`src/rtl/fir_sched_pkg.sv`:
```
// Shared types and constants for the FIR coefficient scheduler.
package fir_sched_pkg;

   typedef enum logic [1:0] {
      S_IDLE    = 2'd0,
      S_LOAD    = 2'd1,
      S_PENDING = 2'd2
   } sched_state_e;

   localparam int STATS_COUNT_W = 16;
   localparam int ABORT_COUNT_W = 8;
   localparam int COEF_W        = 11;

   typedef logic signed [COEF_W-1:0] coef_t;

   function automatic int idx_width(input int taps);
      return (taps > 1) ? $clog2(taps) : 1;
   endfunction

endpackage

```
`src/rtl/fir_coef_bank.sv`:
```
// Shadow/active coefficient banks: shadow takes writes, swap copies shadow to
// active, restore copies active back to shadow. Restore wins over swap and write.
module fir_coef_bank
   import fir_sched_pkg::*;
#(
   parameter int W     = 11,
   parameter int TAPS  = 3,
   parameter int IDX_W = 2
) (
   input  logic                clock,
   input  logic                reset,
   input  logic                wr_en,
   input  logic [IDX_W-1:0]    wr_idx,
   input  logic signed [W-1:0] wr_I,
   input  logic signed [W-1:0] wr_Q,
   input  logic                swap,
   input  logic                restore,
   output logic signed [W-1:0] act_I [TAPS],
   output logic signed [W-1:0] act_Q [TAPS]
);

   logic signed [W-1:0] shadow_I_q [TAPS];
   logic signed [W-1:0] shadow_Q_q [TAPS];
   logic signed [W-1:0] active_I_q [TAPS];
   logic signed [W-1:0] active_Q_q [TAPS];

   always_ff @(posedge clock or negedge reset) begin
      if (!reset) begin
         for (int k = 0; k < TAPS; k++) begin
            shadow_I_q[k] <= '0;
            shadow_Q_q[k] <= '0;
            active_I_q[k] <= '0;
            active_Q_q[k] <= '0;
         end
      end else if (restore) begin
         for (int k = 0; k < TAPS; k++) begin
            shadow_I_q[k] <= active_I_q[k];
            shadow_Q_q[k] <= active_Q_q[k];
         end
      end else begin
         if (swap) begin
            for (int k = 0; k < TAPS; k++) begin
               active_I_q[k] <= shadow_I_q[k];
               active_Q_q[k] <= shadow_Q_q[k];
            end
         end
         // wr_en is only raised for in-range indices
         if (wr_en) begin
            shadow_I_q[wr_idx] <= wr_I;
            shadow_Q_q[wr_idx] <= wr_Q;
         end
      end
   end

   assign act_I = active_I_q;
   assign act_Q = active_Q_q;

endmodule

```
`src/rtl/fir_coef_scheduler.sv`:
```
// Double-buffered FIR coefficient loader that commits a full set on a sample
// boundary. Optional statistics counters under macro FIR_COEF_SCHED_STATS_EN.
//
// state     | meaning
// S_IDLE    | no set in progress, writes accepted
// S_LOAD    | partial set in shadow, writes accepted
// S_PENDING | complete set waiting for sample_valid, writes blocked
module fir_coef_scheduler
   import fir_sched_pkg::*;
#(
   parameter  int DATA_BUS_SIZE = 11,
   parameter  int TAPS          = 3,
   localparam int IDX_W         = idx_width(TAPS)
) (
   input  logic                            clock,
   input  logic                            reset,
   input  logic                            sample_valid,
   output logic                            sig_enable,
   input  logic                            coef_valid,
   output logic                            coef_ready,
   input  logic [IDX_W-1:0]                coef_index,
   input  logic signed [DATA_BUS_SIZE-1:0] coef_I,
   input  logic signed [DATA_BUS_SIZE-1:0] coef_Q,
   input  logic                            coef_last,
   input  logic                            coef_abort,
   output logic signed [DATA_BUS_SIZE-1:0] fir_coef_I [TAPS],
   output logic signed [DATA_BUS_SIZE-1:0] fir_coef_Q [TAPS],
   output logic                            commit_pending,
   output logic                            index_error
`ifdef FIR_COEF_SCHED_STATS_EN
  ,output logic [STATS_COUNT_W-1:0]        swap_count,
   output logic [ABORT_COUNT_W-1:0]        abort_count
`endif
);

   sched_state_e state_q, state_d;
   logic         ready_q, pending_q, sig_enable_q, index_error_q, index_error_d;
   logic         accept, abort_eff, idx_ok, wr_en, swap, restore;

   always_comb begin
      abort_eff     = coef_abort && (state_q != S_IDLE);
      accept        = coef_valid && ready_q;
      idx_ok        = int'(coef_index) < TAPS;
      state_d       = state_q;
      wr_en         = 1'b0;
      swap          = 1'b0;
      restore       = 1'b0;
      index_error_d = index_error_q;
      if (abort_eff) begin
         state_d = S_IDLE;
         restore = 1'b1;
      end else begin
         case (state_q)
            S_IDLE, S_LOAD: begin
               if (accept) begin
                  state_d = coef_last ? S_PENDING : S_LOAD;
                  wr_en   = idx_ok;
                  if (!idx_ok) index_error_d = 1'b1;
               end
            end
            S_PENDING: begin
               if (sample_valid) begin
                  swap    = 1'b1;
                  state_d = S_IDLE;
               end
            end
            default: state_d = S_IDLE;
         endcase
      end
   end

   always_ff @(posedge clock or negedge reset) begin
      if (!reset) begin
         state_q       <= S_IDLE;
         ready_q       <= 1'b0;
         pending_q     <= 1'b0;
         sig_enable_q  <= 1'b0;
         index_error_q <= 1'b0;
      end else begin
         state_q       <= state_d;
         ready_q       <= (state_d != S_PENDING);
         pending_q     <= (state_d == S_PENDING);
         sig_enable_q  <= sample_valid;
         index_error_q <= index_error_d;
      end
   end

   assign coef_ready     = ready_q;
   assign commit_pending = pending_q;
   assign sig_enable     = sig_enable_q;
   assign index_error    = index_error_q;

`ifdef FIR_COEF_SCHED_STATS_EN
   logic [STATS_COUNT_W-1:0] swap_count_q;
   logic [ABORT_COUNT_W-1:0] abort_count_q;

   always_ff @(posedge clock or negedge reset) begin
      if (!reset) begin
         swap_count_q  <= '0;
         abort_count_q <= '0;
      end else begin
         if (swap) swap_count_q <= swap_count_q + 1'b1;
         if (abort_eff && (abort_count_q != '1)) abort_count_q <= abort_count_q + 1'b1;
      end
   end

   assign swap_count  = swap_count_q;
   assign abort_count = abort_count_q;
`endif

   fir_coef_bank #(
      .W     (DATA_BUS_SIZE),
      .TAPS  (TAPS),
      .IDX_W (IDX_W)
   ) u_bank (
      .clock   (clock),
      .reset   (reset),
      .wr_en   (wr_en),
      .wr_idx  (coef_index),
      .wr_I    (coef_I),
      .wr_Q    (coef_Q),
      .swap    (swap),
      .restore (restore),
      .act_I   (fir_coef_I),
      .act_Q   (fir_coef_Q)
   );

endmodule

```
`config.mk`:
```
export PLATFORM = sky130hd
export DESIGN_NAME = fir_coef_scheduler
export DESIGN_NICKNAME = d
export VERILOG_FILES = /design/src/rtl/fir_sched_pkg.sv /design/src/rtl/fir_coef_bank.sv /design/src/rtl/fir_coef_scheduler.sv
export SDC_FILE = /design/constraint.sdc
export NUM_CORES = 1
export LEC_CHECK = 0
export CAP_MARGIN = 20
export CELL_PAD_IN_SITES_DETAIL_PLACEMENT = 0
export CELL_PAD_IN_SITES_GLOBAL_PLACEMENT = 1
export CORE_MARGIN = 8
export CORE_UTILIZATION = 45
export DETAILED_ROUTE_END_ITERATION = 10
export GPL_TIMING_DRIVEN = 0
export PLACE_DENSITY = 0.88
export SYNTH_ARGS = -nofsm -noshare
export SYNTH_HDL_FRONTEND = slang
export SYNTH_HIERARCHICAL = 1
export SYNTH_SLANG_ARGS = --single-unit
```
`constraint.sdc`:
```
create_clock -name clock -period 4.2 [get_ports clock]
set_input_delay 0.84 -clock clock [delete_from_list [all_inputs] [get_ports clock]]
set_output_delay 0.84 -clock clock [all_outputs]
set_load 0.01 [all_outputs]
```
==> results.sh, run 1 <==
export IMPL_yosysWarningCount=6
export IMPL_worstPathMaxFanout=10
export IMPL_synth_top_cell_area_share_pct=57.2
export IMPL_max_freq_mhz=351
export IMPL_grt_max_degree=89
export IMPL_die_w_um=132
export IMPL_met3_usage_pct=6.17
export IMPL_grt_pass1_vias=4782
export IMPL_wl_per_cell_um=18.5
export IMPL_fill_cells=1086
export IMPL_synth_seq_area_share_pct=57.2
export IMPL_clock_path_buffers=2
export IMPL_port_buffer_count=99
export IMPL_dr_first_iter_drc_count=331
export IMPL_startpoint_type="input port"
export IMPL_netlist_instances=522
export IMPL_nNetsFinal=671
export IMPL_instances_no_fill=828
export IMPL_path_cells="clkdlybuf4s50_1, a21o_2, a211oi_1, nor3b_2, buf_2, a21oi_1, a21oi_1"
export IMPL_ys_seq_elements=138
export IMPL_vias=4441
export IMPL_p_leak_uw=0.00352
export IMPL_synthSimpleGateAreaFrac_pct=12.7
export IMPL_slew_headroom_pct=63.5
export IMPL_clk_pin_slew_ps=50
export IMPL_cp_slowest_stage_delay_ps=510
export IMPL_yosysTopAreaCell="dfrtp_1"
export IMPL_diodes=0
export IMPL_muxShareOfSynthArea_pct=14.8
export IMPL_start_util_pct=45.8
export IMPL_synth_fa_ha_area_share_pct=0
export IMPL_cts_made_buffers=17
export IMPL_insertion_delay_ps=410
export IMPL_fp_dieH_um=132
export IMPL_avgSynthCellArea_sq_um=11.6
export IMPL_cp_slowest_cell="clkdlybuf4s50_1"
export IMPL_area_growth_pct=29.7
export IMPL_synth_top_family_by_area="multiplexers"
export IMPL_use_met2_pct=27.5
export IMPL_crit_type="in2reg"
export IMPL_final_max_slew_violation_count=0
export IMPL_gr_usage_all_layers_pct=18.1
export IMPL_fin_util_pct=59.4
export IMPL_grt_overflow=0
export IMPL_synth_xor_area_share_pct=0
export IMPL_synth_compound_area_share_pct=12.3
export IMPL_cts_tree="built"
export IMPL_drive_gt1_share_pct=19.2
export IMPL_wl_um=15300
export IMPL_firstDrtPassIters=5
export IMPL_post_cts_buffers=0
export IMPL_rows=42
export IMPL_cts_resized=0
export IMPL_gp_congestion=0.819
export IMPL_synthesis_area_sq_um=6040
export IMPL_core_area_sq_um=13200
export IMPL_use_met1_pct=23.5
export IMPL_critPathBufInv=2
export IMPL_grt_busiest_layer="met2"
export IMPL_postSynthNetCount=552
export IMPL_htree_levels=4
export IMPL_fin_worst_skew_ps=4.71
export IMPL_antenna_found_initial=0
export IMPL_finalSetupViolations=0
export IMPL_holdBufCountCts=0
export IMPL_cap_violations=0
export IMPL_routed_via_density=5.36
export IMPL_dp_hpwl_um=10600
export IMPL_dp_cells=798
export IMPL_synth_distinct_cells=25
export IMPL_ios=100
export IMPL_register_area_sq_um=3450
export IMPL_critPathMostFrequentCell="a21oi_1"
export IMPL_power_density_nw_per_um2=726
export IMPL_status="completed"
export IMPL_rsz0062_at_grt="no"
export IMPL_drc_errors=0
export IMPL_cts_root_buf="clkbuf_16"
export IMPL_antenna_left=0
export IMPL_min_path_type="in2async"
export IMPL_cts_num_sinks=138
export IMPL_crit_family="compound AO/OA/AOI/OAI gates"
export IMPL_multi_input_area_sq_um=2410
export IMPL_worstPathRequired_ps=4520
export IMPL_grt_pass1_wl_um=25200
export IMPL_ir_drop_mv=0.356
export IMPL_finalCritPeriodShare_pct=67.7
export IMPL_critPathCaptureType="register"
export IMPL_cp_data_arrival_time_ps=3170
export IMPL_die_area_sq_um=17400
export IMPL_synthTopCellsByArea="dfrtp_1 (57%), a21oi_1 (11%), mux2_4 (9.9%)"
export IMPL_period_needed_ps=2850
export IMPL_tightest_slew_ps=544
export IMPL_hold_viol=0
-- Yosys cell counts --
master and count:
a311oi_2 1, mux2_2 26, nor4b_4 1, a41o_1 2, nor2b_1 67, clkbuf_1 6
a211oi_1 1, a41oi_1 1, o21a_1 1, a21oi_1 134, buf_1 4, and3b_1 2
buf_4 1, nand3b_1 2, and4bb_2 1, nor3b_2 1, mux2_4 40, o21bai_1 1
nand2_1 67, buf_6 4, a21o_2 1, buf_2 18, dfrtp_1 138, or3b_1 1
nand4_1 1
-- area by class of cell --
type	count	area share, %
clock inverters	8	0.894
multi-input cells	351	30.7
clock buffers	22	6.18
plain buffers	33	2.30
repair buffers	100	13.0
flip-flops and latches	138	44.1
well taps	176	2.81
-- worst register-to-register path, stage by stage (launching register included) --
cell	delay, ps
dfrtp_1	450
a21o_2	240
a211oi_1	490
nor3b_2	460
buf_2	290
a21oi_1	110
a21oi_1	200
-- cells in the final DEF, fill, tap and decap left out, types with 2 or more instances in the layout --
cell | synthesis | final
clkbuf_16 | 0 | 17
and3b_1 | 2 | 2
a21oi_1 | 134 | 134
mux2_4 | 40 | 40
clkbuf_1 | 6 | 7
buf_2 | 18 | 18
nor2b_1 | 67 | 67
buf_6 | 4 | 5
nand2_1 | 67 | 67
dfrtp_1 | 138 | 138
clkinv_2 | 0 | 5
mux2_2 | 26 | 26
clkdlybuf4s50_1 | 0 | 98
clkinvlp_4 | 0 | 2
clkbuf_8 | 0 | 4
a41o_1 | 2 | 2
nand3b_1 | 2 | 2
buf_1 | 4 | 4
-- through the flow --
step	hold slack [ps]	instance area (sq um)	total power (uW)	TNS (ps)	setup WS, ps
detailed placement	467	7280	4300	0	957
global placement	462	7250	4200	-410690	-2990
CTS	377	7830	5740	0	1390
global route	390	7830	6030	0	1200
floorplan	479	6040	3320	0	1930
finish	368	7830	5680	0	1350
-- path summary, 6_finish.rpt --
kind	start	slack, ps	cells after the start	endpoint
max	coef_abort	1350	7	u_bank/shadow_I_q[26]
max reg2reg	state_q[0]	1890	6	u_bank/shadow_I_q[26]
max in group asynchronous	reset	3050	2	u_bank/shadow_Q_q[2]
min reg2reg	index_error	470	1	index_error
min	reset	370	1	u_bank/act_I[24]
min in group clock	index_error	470	1	index_error
-- flip-flops by register name (all words and copies together) (netlist names) --
signal,flops
u_bank/act_I,33
u_bank/act_Q,33
u_bank/shadow_I_q,33
u_bank/shadow_Q_q,33
state_q,2
coef_ready,1
commit_pending,1
index_error,1
sig_enable,1
-- power breakdown --
| group | total, uW | switching, uW | internal, uW |
|---|---|---|---|
| clock network | 1400 | 534 | 864 |
| logic | 1870 | 757 | 1110 |
| registers | 2420 | 463 | 1960 |
| total | 5680 | 1750 | 3930 |
-- layer usage --
layer | routed length, um | vias to the layer above
met2 | 7180 | 167
met5 | 0 | -
met3 | 1030 | 21
li1 | - | 2022
met4 | 233 | 0
met1 | 6860 | 2231
-- cell families (layout without fill, tap and decap cells) --
| kind of cell | Yosys count | count (layout) |
|---|---|---|
| simple gates | 143 | 143 |
| compound gates | 142 | 142 |
| flops | 138 | 138 |
| mux | 66 | 66 |
| buf+inv | 33 | 163 |
No activity file was read; power rests on OpenSTA's default activity.
==> run 2, diff against run 1 <==
--- a/config.mk
+++ b/config.mk
@@ -9,10 +9,10 @@
 export CELL_PAD_IN_SITES_DETAIL_PLACEMENT = 0
 export CELL_PAD_IN_SITES_GLOBAL_PLACEMENT = 1
 export CORE_MARGIN = 8
-export CORE_UTILIZATION = 45
+export CORE_UTILIZATION = 42
 export DETAILED_ROUTE_END_ITERATION = 10
 export GPL_TIMING_DRIVEN = 0
-export PLACE_DENSITY = 0.88
+export PLACE_DENSITY = 0.83
 export SYNTH_ARGS = -nofsm -noshare
 export SYNTH_HDL_FRONTEND = slang
 export SYNTH_HIERARCHICAL = 1
==> constraint.sdc (replaced) <==
create_clock -name clock -period 2.7 [get_ports clock]
set_input_delay 0.54 -clock clock [delete_from_list [all_inputs] [get_ports clock]]
set_output_delay 0.54 -clock clock [all_outputs]
set_load 0.01 [all_outputs]
==> run 2 against run 1 <==
  * Sequential share of layout area decreased by 0.58 points
  * First-iteration DRC count increased by 18%
  * Clock skew increased by 2.1 ps
  * Utilization decreased by 3.9 points
  * Routed wire length increased by 0.18%
  * Critical path type unchanged
  * Critical endpoint is now u_bank/shadow_I_q[22]
  * Highest routed layer unchanged
==> results.sh, run 2 (synthesis results as in run 1) <==
export IMPL_status="completed"
export IMPL_critPathMostFrequentCell="a21oi_1"
export IMPL_rows=44
export IMPL_hold_viol=0
export IMPL_area_growth_pct=31.4
export IMPL_wl_um=15300
export IMPL_antenna_found_initial=0
export IMPL_fin_tns_setup_ps=0
export IMPL_drive_gt1_share_pct=19.4
export IMPL_min_path_type="in2async"
export IMPL_grt_pass1_wl_um=24700
export IMPL_final_max_slew_violation_count=0
export IMPL_start_util_pct=42.2
export IMPL_mostFrequentLayoutCell="dfrtp_1"
export IMPL_cp_slowest_stage_delay_ps=510
export IMPL_cts_root_buf="clkbuf_16"
export IMPL_cts_num_sinks=138
export IMPL_cts_resized=0
export IMPL_die_area_sq_um=18500
export IMPL_dpl_cell_area_sq_um=7290
export IMPL_ir_drop_mv=0.584
export IMPL_critPathBufInv=2
export IMPL_reg2reg_depth=6
export IMPL_seqPwrFrac_pct=40.8
export IMPL_multi_input_area_sq_um=2410
export IMPL_rsz0062_at_grt="no"
export IMPL_cp_depth=7
export IMPL_fill_cells=1205
export IMPL_path_cells="clkdlybuf4s50_1, a21o_2, a211oi_1, nor3b_2, buf_2, a21oi_1, a21oi_1"
export IMPL_cp_data_arrival_time_ps=2840
export IMPL_finalSetupViolations=0
export IMPL_worstPathRequired_ps=3040
export IMPL_core_area_sq_um=14300
export IMPL_tightest_slew_ps=512
export IMPL_antenna_left=0
export IMPL_slew_headroom_pct=65.7
export IMPL_gp_congestion=0.846
export IMPL_timing_hold_ws_ps=40.1
export IMPL_fin_area_sq_um=7940
export IMPL_mostFrequentLayoutCells="dfrtp_1 (138), a21oi_1 (134), clkdlybuf4s50_1 (98)"
export IMPL_insertion_delay_ps=420
export IMPL_clk_pin_slew_ps=60
export IMPL_grt_overflow=0
export IMPL_grt_pass1_vias=4649
export IMPL_vias=4364
export IMPL_cts_made_buffers=17
export IMPL_p_sw_share_pct=30.2
export IMPL_startpoint_type="input port"
export IMPL_cts_tree="built"
export IMPL_register_area_sq_um=3450
export IMPL_switchingPower_uw=2780
export IMPL_dr_first_iter_drc_count=391
export IMPL_cp_slowest_cell="clkdlybuf4s50_1"
export IMPL_die_w_um=136
export IMPL_use_met1_pct=21.7
export IMPL_grt_max_degree=95
export IMPL_gr_usage_all_layers_pct=17.2
export IMPL_dp_hpwl_um=10700
export IMPL_use_met2_pct=27.1
export IMPL_period_needed_ps=2500
export IMPL_diodes=0
export IMPL_holdBufCountCts=0
export IMPL_routed_via_density=5.21
export IMPL_comb_power_share_pct=31.4
export IMPL_critPathCaptureType="register"
export IMPL_grt_busiest_layer="met2"
export IMPL_port_buffer_count=99
export IMPL_dp_cells=806
export IMPL_post_cts_buffers=0
export IMPL_instances_no_fill=838
export IMPL_max_freq_mhz=400
export IMPL_cap_violations=0
export IMPL_htree_levels=4
export IMPL_crit_family="compound AO/OA/AOI/OAI gates"
export IMPL_worstPathMaxFanout=10
export IMPL_clock_power_share_pct=27.8
export IMPL_wl_per_cell_um=18.3
export IMPL_nNetsFinal=671
export IMPL_p_leak_uw=0.00355
export IMPL_firstDrtPassIters=6
export IMPL_drc_errors=0
export IMPL_finalCritPeriodShare_pct=92.6
export IMPL_met3_usage_pct=5.73
export IMPL_ios=100
export IMPL_power_density_nw_per_um2=1160
export IMPL_clock_path_buffers=2
export IMPL_crit_type="in2reg"
export IMPL_fin_util_pct=55.5
export IMPL_fin_worst_skew_ps=6.83
export IMPL_cellInternalPower_uw=6410
export IMPL_fp_dieH_um=136
==> run 2: cell count changes in the layout (fill, tap and decap cells not counted), sizes merged <==
cell | previous run | this run
bufinv | 1 | 5
clkbuf | 28 | 24
clkinv | 5 | 3
clkinvlp | 2 | 4
inv | 0 | 2
==> run 2: layer usage <==
layer  routed length (um)  share of wire [%]
met5                    0                  0
met3                 1140                7.5
met4                  214                1.4
met1                 6650                 43
met2                 7320                 48
==> run 2: area by class of cell <==
| type | count | area share (%) |
|---|---|---|
| timing repair buffer | 100 | 12.8 |
| multi-input combinational | 351 | 30.3 |
| clock inverter | 14 | 2.77 |
| buffer | 33 | 2.27 |
| tap | 184 | 2.90 |
| sequential | 138 | 43.5 |
| clock buffer | 18 | 5.41 |
==> run 2: power groups by stage <==
stage / clock, uW / sequential [uW] / combinational [uW]
CTS: 2600 / 3750 / 2940
floorplan: 0 / 3800 / 1360
detailed placement: 0 / 3770 / 2920
global placement: 0 / 3710 / 2840
finish: 2550 / 3750 / 2890
global route: 2690 / 3880 / 3150
==> run 2: path summary, 6_finish.rpt <==
check | start | endpoint | slack (ps)
max | coef_abort | u_bank/shadow_I_q[22] | 200
min | reset | u_bank/act_I[24] | 40
max reg2reg | state_q[0] | u_bank/shadow_I_q[22] | 410
min reg2reg | index_error | index_error | 490
max in group asynchronous | reset | u_bank/act_Q[28] | 1850
min in group clock | index_error | index_error | 490
==> run 2: stage by stage <==
| stage | power [uW] | setup slack, ps |
|---|---|---|
| 3_5_place_dp | 6690 | -229 |
| 6_report | 9190 | 199 |
| 5_1_grt | 9720 | 44.6 |
| 3_3_place_gp | 6550 | -4200 |
| 4_1_cts | 9290 | 212 |
| 2_1_floorplan | 5160 | 734 |
